$ cat config.mk
export PLATFORM = sky130hd
export DESIGN_NAME = rgb_to_gray
export DESIGN_NICKNAME = d
export VERILOG_FILES = /design/src/rtl/rgb_to_gray.sv
export SDC_FILE = /design/constraint.sdc
export NUM_CORES = 1
export LEC_CHECK = 0
export CAP_MARGIN = 5
export CELL_PAD_IN_SITES_DETAIL_PLACEMENT = 0
export CELL_PAD_IN_SITES_GLOBAL_PLACEMENT = 2
export CORE_MARGIN = 1.5
export CORE_UTILIZATION = 30
export CTS_BUF_LIST = sky130_fd_sc_hd__clkbuf_2 sky130_fd_sc_hd__clkbuf_4 sky130_fd_sc_hd__clkbuf_8
export DETAILED_ROUTE_END_ITERATION = 7
export MAX_ROUTING_LAYER = met4
export PLACE_DENSITY = 0.64
export SLEW_MARGIN = 10
export SYNTH_ARGS = -nofsm -noshare
export SYNTH_HDL_FRONTEND = slang
export SYNTH_SLANG_ARGS = --single-unit
$ cat constraint.sdc
create_clock -name clock -period 8 [get_ports clock]
set_clock_uncertainty 0.15 [all_clocks]
set_input_delay 2.4 -clock clock [delete_from_list [all_inputs] [get_ports clock]]
set_output_delay 2.4 -clock clock [all_outputs]
set_load 0.01 [all_outputs]
$ cat src/rtl/rgb_to_gray.sv
// Streaming RGB-to-grey converter: pops 24-bit RGB pixels from a FWFT FIFO,
// computes floor((R+G+B)*683/2048) in a 2-stage pipeline, pushes 8-bit grey.
//
// Ports:
//   clock, reset        rising-edge clock, asynchronous active-high reset
//   in_rd_en  (out)     pop strobe to the RGB input FIFO
//   in_empty  (in)      RGB input FIFO empty
//   in_dout   (in)      RGB pixel {R,G,B}, valid while in_empty=0
//   out_wr_en (out)     push strobe to the grey output FIFO
//   out_full  (in)      grey output FIFO full
//   out_din   (out)     grey pixel, valid while out_wr_en=1
//   frame_done(out)     one-cycle pulse after the last pixel of a frame
module rgb_to_gray #(
    parameter int WIDTH  = 720,
    parameter int HEIGHT = 540
) (
    input  logic        clock,
    input  logic        reset,
    output logic        in_rd_en,
    input  logic        in_empty,
    input  logic [23:0] in_dout,
    output logic        out_wr_en,
    input  logic        out_full,
    output logic [7:0]  out_din,
    output logic        frame_done
);

    localparam int PIXELS = WIDTH * HEIGHT;
    localparam int CNT_W  = $clog2(PIXELS) + 1;
    localparam logic [CNT_W-1:0] LAST = CNT_W'(PIXELS - 1);

    logic             v1_q;
    logic             v2_q;
    logic [9:0]       sum1_q;
    logic [9:0]       sum1_d;
    logic [7:0]       gray2_q;
    logic [7:0]       gray2_d;
    logic [CNT_W-1:0] cnt_q;
    logic             frame_done_q;
    logic             adv;

    // Stage 2 can take a new value when it is empty or being drained.
    assign adv       = ~v2_q | ~out_full;
    assign out_wr_en = v2_q & ~out_full;
    assign out_din   = v2_q ? gray2_q : 8'd0;
    assign in_rd_en  = ~in_empty & (~v1_q | adv);
    assign frame_done = frame_done_q;

    assign sum1_d = {2'b00, in_dout[23:16]}
                  + {2'b00, in_dout[15:8]}
                  + {2'b00, in_dout[7:0]};

    // 683/2048 approximates 1/3; the max sum 765 still maps to 255.
    assign gray2_d = 8'((20'(sum1_q) * 20'd683) >> 11);

    always_ff @(posedge clock or posedge reset) begin
        if (reset) begin
            v1_q         <= 1'b0;
            v2_q         <= 1'b0;
            sum1_q       <= '0;
            gray2_q      <= '0;
            cnt_q        <= '0;
            frame_done_q <= 1'b0;
        end else begin
            if (adv) begin
                v2_q <= v1_q;
                if (v1_q) begin
                    gray2_q <= gray2_d;
                end
            end

            if (in_rd_en) begin
                sum1_q <= sum1_d;
                v1_q   <= 1'b1;
            end else if (adv) begin
                v1_q <= 1'b0;
            end

            frame_done_q <= 1'b0;
            if (out_wr_en) begin
                if (cnt_q == LAST) begin
                    cnt_q        <= '0;
                    frame_done_q <= 1'b1;
                end else begin
                    cnt_q <= cnt_q + 1'b1;
                end
            end
        end
    end

endmodule
# After elaboration in Yosys (flattened, before gate mapping)
# Cells that the tools add are included.
dict set report word_totals {
  out_inout_bits 11
  regBits 41
  input_bits 28
}
dict set report classes {
  n_eq_ne 1
  mul 1
  muxes 6
  addsub 3
  bitwise 8
  n_reduce_logical 2
}
# op count
set ops {}
lappend ops {{$add A20 B1 Y20 const B} 1}
lappend ops {{$eq A20 B19 Y1 const B} 1}
lappend ops {{$mux W20} 1}
lappend ops {{$mul A10 B10 Y19 const B} 1}
lappend ops {{$add A9 B8 Y10} 1}
lappend ops {{$add A8 B8 Y9} 1}
lappend ops {{$mux W8} 1}
lappend ops {{$mux W1} 4}
lappend ops {{$not A1 Y1} 4}
lappend ops {{$and A1 B1 Y1} 2}
lappend ops {{$or A1 B1 Y1} 2}
lappend ops {{$reduce_and A2 Y1} 1}
lappend ops {{$reduce_bool A2 Y1} 1}

# Longest topological paths before layout
dict set report logic_depth {
  word_depth 5
  ltp_mapped 16
  ltp_nobuf 16
}

# Worst setup path after synthesis
# OpenSTA, ideal clock, no wires.
dict set report synth_path {
  path_kind {input -> output}
  startpoint {input port out_full}
  endpoint {output port in_rd_en}
  stages 4
  t_arrival_ns 2.857
  path_slack_ns 2.593
  path_cell_list {nand3_1 > nand2b_1 > buf_2 > inv_1}
}
dict set report synth_between {
  elab_chain_cells 4
}
# element line_no
set synth_rtl {}
lappend synth_rtl {{from (decl)} 23} ;# input logic out_full,
lappend synth_rtl {{$not A1 Y1} 43} ;# assign adv = ~v2_q | ~out_full;
lappend synth_rtl {{$or A1 B1 Y1} 43}
lappend synth_rtl {{$or A1 B1 Y1} 46} ;# assign in_rd_en = ~in_empty & (~v1_q | adv);
lappend synth_rtl {{$and A1 B1 Y1} 46}
lappend synth_rtl {{to (decl)} 19} ;# output logic in_rd_en,
# Every way passes these cells.

# Worst setup path in the final report
# Same ends and word-level chain as after synthesis.

==> flow_metrics.tcl <==
set metrics [dict create \
    post-route-period-util_pct 86.02 \
    grt_pass1_wl_um 14150 \
    avgRoutedWirePerCell_um 13.07 \
    port_buffers 38 \
    rsz0062_at_grt "no" \
    netlist_instances 410 \
    cts.reportedPaths.clkPinSlew_ps 80 \
    worstPathArrival_ps 4330 \
    dr_wl_met2_um 3689 \
    row_count 42 \
    worst_pin_slew_ps 699.5 \
    synth_area_leaders "dfrtp_1, ha_1, fa_1" \
    dp_slack_ps 1099 \
    drv_slew 0 \
    cts_root_buf "clkbuf_8" \
    ant_nets 0 \
    setup_viol 0 \
    grt_max_degree 42 \
    synth.top_cells.by_count "ha_1, inv_1, dfrtp_1" \
    r2r_setup_slack_ps 3450 \
    drive_gt1_share_pct 4.232 \
    yosysTopAreaCell "dfrtp_1" \
    postCtsResizedCells 0 \
    cts_num_sinks 41 \
    slew_headroom_pct 53.37 \
    hold_buffers 0 \
    worst_slack_ps 1118 \
    wl_met3_um 189 \
    critical_path_class "input pin to output pin" \
    grt_usage_pct 12.80 \
    hpwl_um 6830 \
    fmaxAchievable_mhz 145.3 \
    cts_tree "done" \
    wl_met1_um 4186 \
    die_w_um 119.0 \
    start_util_pct 30.59 \
    synth_top_area_share_pct 25.43 \
    r2r-end "gray2_q[7]" \
    final_cell_area_um2 4701 \
    fp.dieH_um 119.0 \
    synth_area_um2 4035 \
    cts.path.max_buffers 2 \
    layout.nets 572 \
    post_cts_buffers 0 \
    core_um2 13190 \
    hold_slack_ps 337.3 \
    firstDrtPassIters 4 \
    drt_wl_total_um 8169 \
    yosysMostFrequentCell "ha_1" \
    syn2layout_area_growth_pct 16.50 \
    antenna_found_initial 0 \
    drc 0 \
    cts_max_level 2 \
    cp-start-kind "input pin" \
    yosys.cell_types.count 49 \
    routed_via_density 4.499 \
    required_ps 5450 \
    setup-tns-final_ps 0 \
    period_needed_ps 6882 \
    vias 2812 \
    r2r-start "sum1_q[4]" \
    drt_iter0_drc 73 \
    synth-seq-area-share_pct 25.43 \
    async_reset_ff_share_pct 100.0 \
    run_status "finished, final reports clean" \
    cts_buffers 5 \
    hold_viol_final 0 \
    crit_end "in_rd_en" \
    dpl-instance-area_um2 4604 \
    synthFlopType "dfrtp_1" \
    gp_congestion 0.8249 \
    highest_layer "met4" \
    ff2ff_path_depth 14 \
    startpoint "out_full" \
    synth_fp_nets 534 \
    avgSynthCellArea_um2 9.842 \
    num_antenna_cells 0 \
    worstPathMaxFanout 20 \
    insertion_delay_ps 300 \
    grt_overflow_total 0 \
    num_io_pins 39 \
    grt_pass1_vias 2863 \
    drv_cap 0 \
    yosys_warnings 0 \
    hold_class "flip-flop to flip-flop" \
    synth_edf_count 0 \
    end_kind "output pin" \
    synth-seq-cells 41 \
    fp.dieArea_um2 14160 \
]
[area by class of cell]
cell class / instances / area [um^2]
repair buffers: 39 / 387.9
clock inverters: 2 / 13.76
well taps: 176 / 220.2
inverters: 61 / 229.0
clock buffers: 6 / 82.58
multi-input cells: 300 / 2741
fillers: 1376 / 8489
flip-flops and latches: 41 / 1026
[metrics by stage]
stage          utilization, %  std cells
2_1_floorplan               -        410
3_3_place_gp            34.91        617
3_5_place_dp            34.91        617
4_1_cts                 35.64        625
5_1_grt                 35.64        625
6_report                35.64        625
[cells in the final DEF (no fill, tap or decap), drive strengths merged, types with 16 or more instances in the layout]
cell type	synthesis	layout
clkdlybuf4s50	0	38
nand2	28	28
xnor2	16	16
inv	61	61
ha	66	66
dfrtp	41	41
nor2	21	21
fa	30	30
[worst max-delay path, cell delays in order]
cell             delay (ps)
clkdlybuf4s50_1         500
nand3_1                 120
nand2b_1                530
inv_1                   240
clkdlybuf4s50_1         540
[state kept, by name, indices dropped and copies added, names as in the netlist]
signal,cells
cnt_q,20
sum1_q,10
gray2_q,8
frame_done,1
v1_q,1
v2_q,1
[worst min path at each step]
| stage | end | cells after the start | startpoint | slack, ps |
|---|---|---|---|---|
| after floorplan | gray2_q[6] | 2 | gray2_q[6] | 290 |
| after global placement | gray2_q[5] | 2 | gray2_q[5] | 300 |
| after detailed placement | gray2_q[5] | 2 | gray2_q[5] | 320 |
| after CTS | gray2_q[5] | 2 | gray2_q[5] | 340 |
| after global routing | cnt_q[4] | 1 | cnt_q[4] | 360 |
| final | gray2_q[5] | 2 | gray2_q[5] | 340 |
[cell families (layout without fill, tap and decap cells)]
group | count (synthesis) | count (layout) | synth area share (%)
mux | 1 | 1 | 0.2481
fa+ha+maj | 96 | 96 | 35.35
xor+xnor | 27 | 27 | 5.860
compound gates | 68 | 68 | 12.06
simple gates | 108 | 108 | 14.42
flops | 41 | 41 | 25.43
buf+inv | 69 | 108 | 6.636
[routing by layer]
layer / track usage (%) / up-vias
met5: - / -
met4: 2.861 / 0
met3: 1.724 / 8
met2: 20.57 / 44
met1: 17.29 / 1295
li1: - / 1465
Power is not shown: default switching activity piles up to over one toggle a cycle in this logic, so the estimate is an artifact.
